<file path="config.mk">
export PLATFORM = sky130hd
export DESIGN_NAME = div_tick_gen_flat
export DESIGN_NICKNAME = d
export VERILOG_FILES = /design/src/rtl/div_tick_gen_pkg.sv /design/src/rtl/div_tick_gen_if.sv /design/src/rtl/div_tick_gen.sv /design/src/flat_wrapper.sv
export SDC_FILE = /design/constraint.sdc
export NUM_CORES = 1
export LEC_CHECK = 0
export BUFFER_PORTS_ARGS = -buffer_cell sky130_fd_sc_hd__buf_2
export CAP_MARGIN = 40
export CELL_PAD_IN_SITES_DETAIL_PLACEMENT = 0
export CELL_PAD_IN_SITES_GLOBAL_PLACEMENT = 2
export CORE_UTILIZATION = 35
export CTS_BUF_LIST = sky130_fd_sc_hd__clkbuf_8
export CTS_CLUSTER_SIZE = 28
export DETAILED_ROUTE_END_ITERATION = 16
export PLACE_DENSITY_LB_ADDON = 0.08
export SLEW_MARGIN = 20
export SYNTH_ARGS = -nofsm -noshare
export SYNTH_HDL_FRONTEND = slang
export SYNTH_SLANG_ARGS = --single-unit
</file>
<file path="constraint.sdc">
create_clock -name clock -period 4.65 [get_ports clock]
set_input_delay 0.2325 -clock clock [delete_from_list [all_inputs] [get_ports clock]]
set_output_delay 0.2325 -clock clock [all_outputs]
set_load 0.01 [all_outputs]
</file>
<file path="src/rtl/div_tick_gen_pkg.sv">
// div_tick_gen_pkg: constants shared by the divider lookup table and the tick generator
package div_tick_gen_pkg;
    localparam int DIV_WIDTH = 7;
    localparam int DIV_RST   = 83;
    typedef enum logic [2:0] {
        SPD_30, SPD_50, SPD_75, SPD_100, SPD_125, SPD_150, SPD_175, SPD_200
    } speed_e;
    function automatic logic [DIV_WIDTH-1:0] div_for(speed_e s);
        return s == SPD_30  ? 7'd83 :
               s == SPD_50  ? 7'd50 :
               s == SPD_75  ? 7'd33 :
               s == SPD_100 ? 7'd25 :
               s == SPD_125 ? 7'd20 :
               s == SPD_150 ? 7'd17 :
               s == SPD_175 ? 7'd14 : 7'd13;
    endfunction
endpackage

</file>
<file path="src/rtl/div_tick_gen_if.sv">
// div_tick_gen_if: ratio-in / tick-out bus between divider lookup and tick generator
//   i_ce      base-rate enable pulse from the prescaler
//   i_en      run enable; 0 freezes counting
//   i_numdiv  requested divide ratio
//   o_tick    one-clock pulse at each period end
//   o_sq_out  near-50% square wave at the tick rate
//   o_upd     pulse when a different ratio is adopted
//   o_div_err high while the active ratio is 0
interface div_tick_gen_if
    import div_tick_gen_pkg::*;
#(
    parameter int WIDTH = DIV_WIDTH
);
    logic             i_ce;
    logic             i_en;
    logic [WIDTH-1:0] i_numdiv;
    logic             o_tick;
    logic             o_sq_out;
    logic             o_upd;
    logic             o_div_err;
    modport master (output i_ce, i_en, i_numdiv, input  o_tick, o_sq_out, o_upd, o_div_err);
    modport slave  (input  i_ce, i_en, i_numdiv, output o_tick, o_sq_out, o_upd, o_div_err);
endinterface

</file>
<file path="src/rtl/div_tick_gen.sv">
// div_tick_gen: divides ce pulses by a shadowed ratio into a tick pulse and a square wave
//   clock  system clock, rising edge
//   reset  asynchronous active-low reset
//   bus    div_tick_gen_if slave: ce/en/numdiv in, tick/sq_out/upd/div_err out
module div_tick_gen
    import div_tick_gen_pkg::*;
#(
    parameter int WIDTH   = DIV_WIDTH,
    parameter int RST_DIV = DIV_RST
) (
    input  logic          clock,
    input  logic          reset,
    div_tick_gen_if.slave bus
);
    logic [WIDTH-1:0] r_cnt;
    logic [WIDTH-1:0] r_shadow;
    logic             r_tick;
    logic             r_sq;
    logic             r_upd;
    logic             r_div_err;
    logic             w_run;
    logic             w_zero;
    logic             w_bound;
    logic             w_load;
    logic [WIDTH-1:0] w_cnt_nxt;
    logic [WIDTH-1:0] w_shadow_nxt;
    logic [WIDTH-1:0] w_half;

    assign w_run        = bus.i_en & bus.i_ce;
    assign w_zero       = r_shadow == '0;
    assign w_bound      = w_run & ~w_zero & (r_cnt == r_shadow - 1'b1);
    // A zero ratio reloads on every counted ce so a valid ratio is picked up at once
    assign w_load       = w_bound | (w_run & w_zero);
    assign w_shadow_nxt = w_load ? bus.i_numdiv : r_shadow;
    assign w_cnt_nxt    = (w_bound | w_zero) ? '0 : w_run ? r_cnt + 1'b1 : r_cnt;
    // ceil(D/2) without widening: D=127 gives 64, still in range
    assign w_half       = (w_shadow_nxt >> 1) + {{(WIDTH-1){1'b0}}, w_shadow_nxt[0]};

    always_ff @(posedge clock or negedge reset) begin
        if (!reset) begin
            r_cnt     <= '0;
            r_shadow  <= WIDTH'(RST_DIV);
            r_tick    <= 1'b0;
            r_sq      <= 1'b0;
            r_upd     <= 1'b0;
            r_div_err <= 1'b0;
        end else begin
            r_cnt    <= w_cnt_nxt;
            r_shadow <= w_shadow_nxt;
            r_tick   <= w_bound;
            r_upd    <= w_load & (bus.i_numdiv != r_shadow);
            // Compare against the value the counter is about to hold so the wave is aligned to it
            if (w_run) begin
                r_sq      <= w_cnt_nxt < w_half;
                r_div_err <= w_shadow_nxt == '0;
            end
        end
    end

    assign bus.o_tick    = r_tick;
    assign bus.o_sq_out  = r_sq;
    assign bus.o_upd     = r_upd;
    assign bus.o_div_err = r_div_err;
endmodule

</file>
<file path="src/flat_wrapper.sv">
// flat-port wrapper written by rule: the top's interface ports become plain ports
module div_tick_gen_flat import div_tick_gen_pkg::*;
#(
    parameter int WIDTH   = DIV_WIDTH,
    parameter int RST_DIV = DIV_RST
)
  (clock, reset, bus_i_ce, bus_i_en, bus_i_numdiv, bus_o_tick, bus_o_sq_out, bus_o_upd, bus_o_div_err);
  div_tick_gen_if #(.WIDTH(WIDTH)) bus_i ();
  input  logic clock;
  input  logic reset;
  input wire logic [$bits(bus_i.i_ce)-1:0] bus_i_ce;
  input wire logic [$bits(bus_i.i_en)-1:0] bus_i_en;
  input wire logic [$bits(bus_i.i_numdiv)-1:0] bus_i_numdiv;
  output wire logic [$bits(bus_i.o_tick)-1:0] bus_o_tick;
  output wire logic [$bits(bus_i.o_sq_out)-1:0] bus_o_sq_out;
  output wire logic [$bits(bus_i.o_upd)-1:0] bus_o_upd;
  output wire logic [$bits(bus_i.o_div_err)-1:0] bus_o_div_err;
  assign bus_i.i_ce = bus_i_ce;
  assign bus_i.i_en = bus_i_en;
  assign bus_i.i_numdiv = bus_i_numdiv;
  assign bus_o_tick = bus_i.o_tick;
  assign bus_o_sq_out = bus_i.o_sq_out;
  assign bus_o_upd = bus_i.o_upd;
  assign bus_o_div_err = bus_i.o_div_err;
  div_tick_gen #(.WIDTH(WIDTH), .RST_DIV(RST_DIV)) u_core (.clock(clock), .reset(reset), .bus(bus_i));
endmodule
</file>
==> results by group <==
Global routing
  – Met3 Usage GRT: around 2.6%
  – Tot GR Track Use: 17.69%
  – First-pass GRT wire length: 5.651 mm
  – Overflow after GRT: 0
  – Global routing's busiest layer: met2
  – Pin count of the biggest net entering global routing: 19
  – Initial antenna violation count: 0
  – Vias in the first global route: approximately 1100
  – GRT met2 Usage: roughly 28%
  – Met1 Resource Use GR: 23.21%

Route
  – Vias per cell: 5.253
  – Antenna Violating Nets Remaining: 0
  – Residual DRC: 0
  – DRT iter0 DRCs: 34
  – First-pass DRT Iterations: 4
  – WL final: approximately 3.4 mm
  – Drt wl/cell: around 16 um
  – Detailed-route via count: 1140

Synthesis
  – Yosys warnings: 0
  – Post-Syn Nets: about 180
  – Post-synthesis register bit count: 18
  – Unique masters post-synth: 40
  – Avg Cell Area, Syn: roughly 9.5 um2
  – Mapped Area: 1459 um2
  – Seq/Total Area, Yosys: between 30% and 40%
  – Cell count after synthesis: about 150

Clocking
  – Clk slew on worst S/H paths: around 70 ps
  – CTS tree: built
  – Clock Latency Late Sink: 260 ps
  – Worst-case clock buffer depth: 2
  – Clock sink count: 18
  – TritonCTS buffer count: 3
  – Clock H-tree levels: 1
  – Root buf cell: clkbuf_8

Setup path
  – CP endpoint kind: register
  – Critical Path Most Common Cell: inv_1
  – Crit-path max FO: 6
  – CP required: about 4800 ps
  – Bufs and invs on worst path: 2
  – Crit path max-delay cell type: dfstp_2
  – Critical path cell sequence: inv_1 -> ha_2 -> o21ba_2 -> a221oi_1 -> a41oi_1 -> or4_4 -> o21a_2 -> mux2i_2 -> inv_1 -> ha_4 -> nand4_1 -> nor2_1 -> xor2_1 -> a21oi_1 -> ha_1 -> a21o_1 -> a211oi_2 -> o21ai_0 -> o221ai_1
  – CP delay by family, top: compound AO/OA/AOI/OAI gates
  – WS Path Type: reg2reg
  – Critical Path AT: roughly 4500 ps
  – Startpoint Class: register
  – Worst path max stage delay: approximately 580 ps

STA
  – Final setup violation count: 0
  – Min Tclk post-route: 4291 ps
  – Fin. Hold Viols: 0
  – Slew Limit Fails: 0
  – F_max: between 200 and 250 MHz
  – RSZ-0062 raised after global routing: no
  – Clock skew: between 2 and 3 ps
  – Setup_tns: 0 ps
  – Slew headroom: 70.16%
  – Worst slew pin tran: 447.6 ps
  – Period utilisation layout: around 90%

Final layout
  – Layout Nets: 191
  – Ant diodes: 0
  – Share of cells above drive strength 1: 24.55%
  – Area grow syn2layout: 12.78%
  – Fill count: just over 400
  – Final cell count without fillers: between 200 and 250

Hold path
  – Worst hold path class: in2reg

Die
  – Die Ht: approximately 67 um
  – Io pins: 15
  – Core Area: approximately 4000 um2
  – Initial Utilization: approximately 36%
  – Placement Rows: 23
  – Die area: around 4400 um2
  – Die W: 66.56 um

Run status
  – Status: finished, final reports clean

Pwr
  – PD cells: 582.3 nW/um2
  – Overall power: 0.9580 mW
  – Peak VDD IR: approximately 0.00026 V
  – Static Leak: between 0.7 and 0.8 nW

Placement
  – Dpl cells: 210
  – I/O Buffers: 14
  – Detailed Place HPWL: roughly 2.6 mm
  – GPL Wtd Cong: between 0.7 and 0.8

Job
  – Max cap viols: 0
## cell type report
class	instances	area (um2)	share of cell area (%)
multi-input cells	118	932.1	56.65
flip-flops and latches	18	455.4	27.68
repair buffers	19	110.1	6.692
well taps	50	62.56	3.802
clock buffers	4	55.05	3.346
inverters	8	30.03	1.825
## sequential cells by signal, summed over array words and instances, names as in the netlist
| register | cells |
|---|---|
| u_core.bus.o_upd | 1 |
| u_core.r_shadow | 7 |
| u_core.bus.o_div_err | 1 |
| u_core.bus.o_tick | 1 |
| u_core.r_cnt | 7 |
| u_core.bus.o_sq_out | 1 |
## logic make-up after synthesis
logic type / Yosys count / synth area share (%)
AO/OA/AOI/OAI: 26 / 12.86
flip-flops: 18 / 31.22
buffers and inverters: 17 / 6.604
multiplexers: 10 / 8.319
XOR/XNOR: 24 / 14.92
AND/OR/NAND/NOR: 46 / 15.78
adder cells (fa/ha/maj): 12 / 10.29
## metal layers
metal / vias to the layer above / wire length [um]
met1: 537 / 1642
met4: 0 / 89
met3: 8 / 116
li1: 571 / -
met5: - / 0
met2: 24 / 1536
## through the flow
stage               setup slack, ps  util, %  cell area [um2]  hold slack, ps
floorplan                     320.3        -             1459          -63.09
global placement              106.0    38.50             1540           197.2
detailed placement            94.66    38.50             1540           208.1
CTS                           59.67    40.13             1605           274.6
global route                  37.47    41.13             1645           299.4
finish                        359.3    41.13             1645           290.0
## cells in the final DEF (no fill, tap or decap), drive strengths merged, types with 6 or more instances in the layout
cell type / Yosys / final
ha: 12 / 12
dfrtp: 14 / 14
nor2: 9 / 9
buf: 4 / 18
xnor2: 11 / 11
xor2: 13 / 13
nand2: 13 / 13
a21oi: 6 / 6
nand3: 6 / 6
inv: 8 / 8
## path summary, 6_finish.rpt
path                                startpoint             endpoint  slack, ps  depth (start not counted)
min reg2reg                u_core.bus.o_sq_out  u_core.bus.o_sq_out        500                          2
min                            bus_i_numdiv[5]   u_core.r_shadow[5]        290                          3
min in group asynchronous                reset  u_core.bus.o_sq_out        440                          2
max reg2reg                 u_core.r_shadow[1]  u_core.bus.o_sq_out        360                         19
max                         u_core.r_shadow[1]  u_core.bus.o_sq_out        360                         19
max in group asynchronous                reset   u_core.r_shadow[6]       3870                          2
## report_power, final
group          leakage (nW)  switching [mW]  total (mW)  internal (mW)
Clock                0.0288          0.0585       0.134         0.0754
Combinational         0.523           0.244       0.500          0.256
Sequential            0.221           0.102       0.324          0.222
Total                 0.773           0.405       0.958          0.553
## cell usage after synthesis (all sizes together)
library cell	count	area share, %
or3	4	1.7
ha	12	10
dfrtp	14	24
nor3	2	0.69
clkbuf	5	1.3
o2111ai	1	0.60
mux2	5	4.9
a41oi	2	1.2
o211ai	1	0.51
a211oi	2	1.0
and2	1	0.43
o21ai	4	1.4
o21a	2	1.0
a221oi	1	0.60
inv	8	2.1
nand3	6	2.1
dfstp	4	7.2
and3	1	0.43
nand4	5	2.1
o21ba	1	0.69
or4	2	1.3
o22ai	1	0.86
o221ai	1	0.60
a21o	2	1.0
a211o	1	0.69
nand2	13	3.3
xor2	13	7.8
a21oi	6	2.1
xnor2	11	7.1
nor2	9	2.3
a311oi	1	0.60
nand3b	1	0.51
mux2i	5	3.4
nor4	2	0.86
buf	4	3.3
## repair_timing
item                       CTS  global route
hold endpoints to repair    14             0
setup endpoints to repair    0             1
setup buffers                0             2
hold buffers                 1             0
resized for setup            0             6
## tightest hold or removal path: stages
cell and delay (ps):
buf_2 130, inv_1 60, o22ai_2 70
Note: power is estimated with default switching activity, not from simulation.
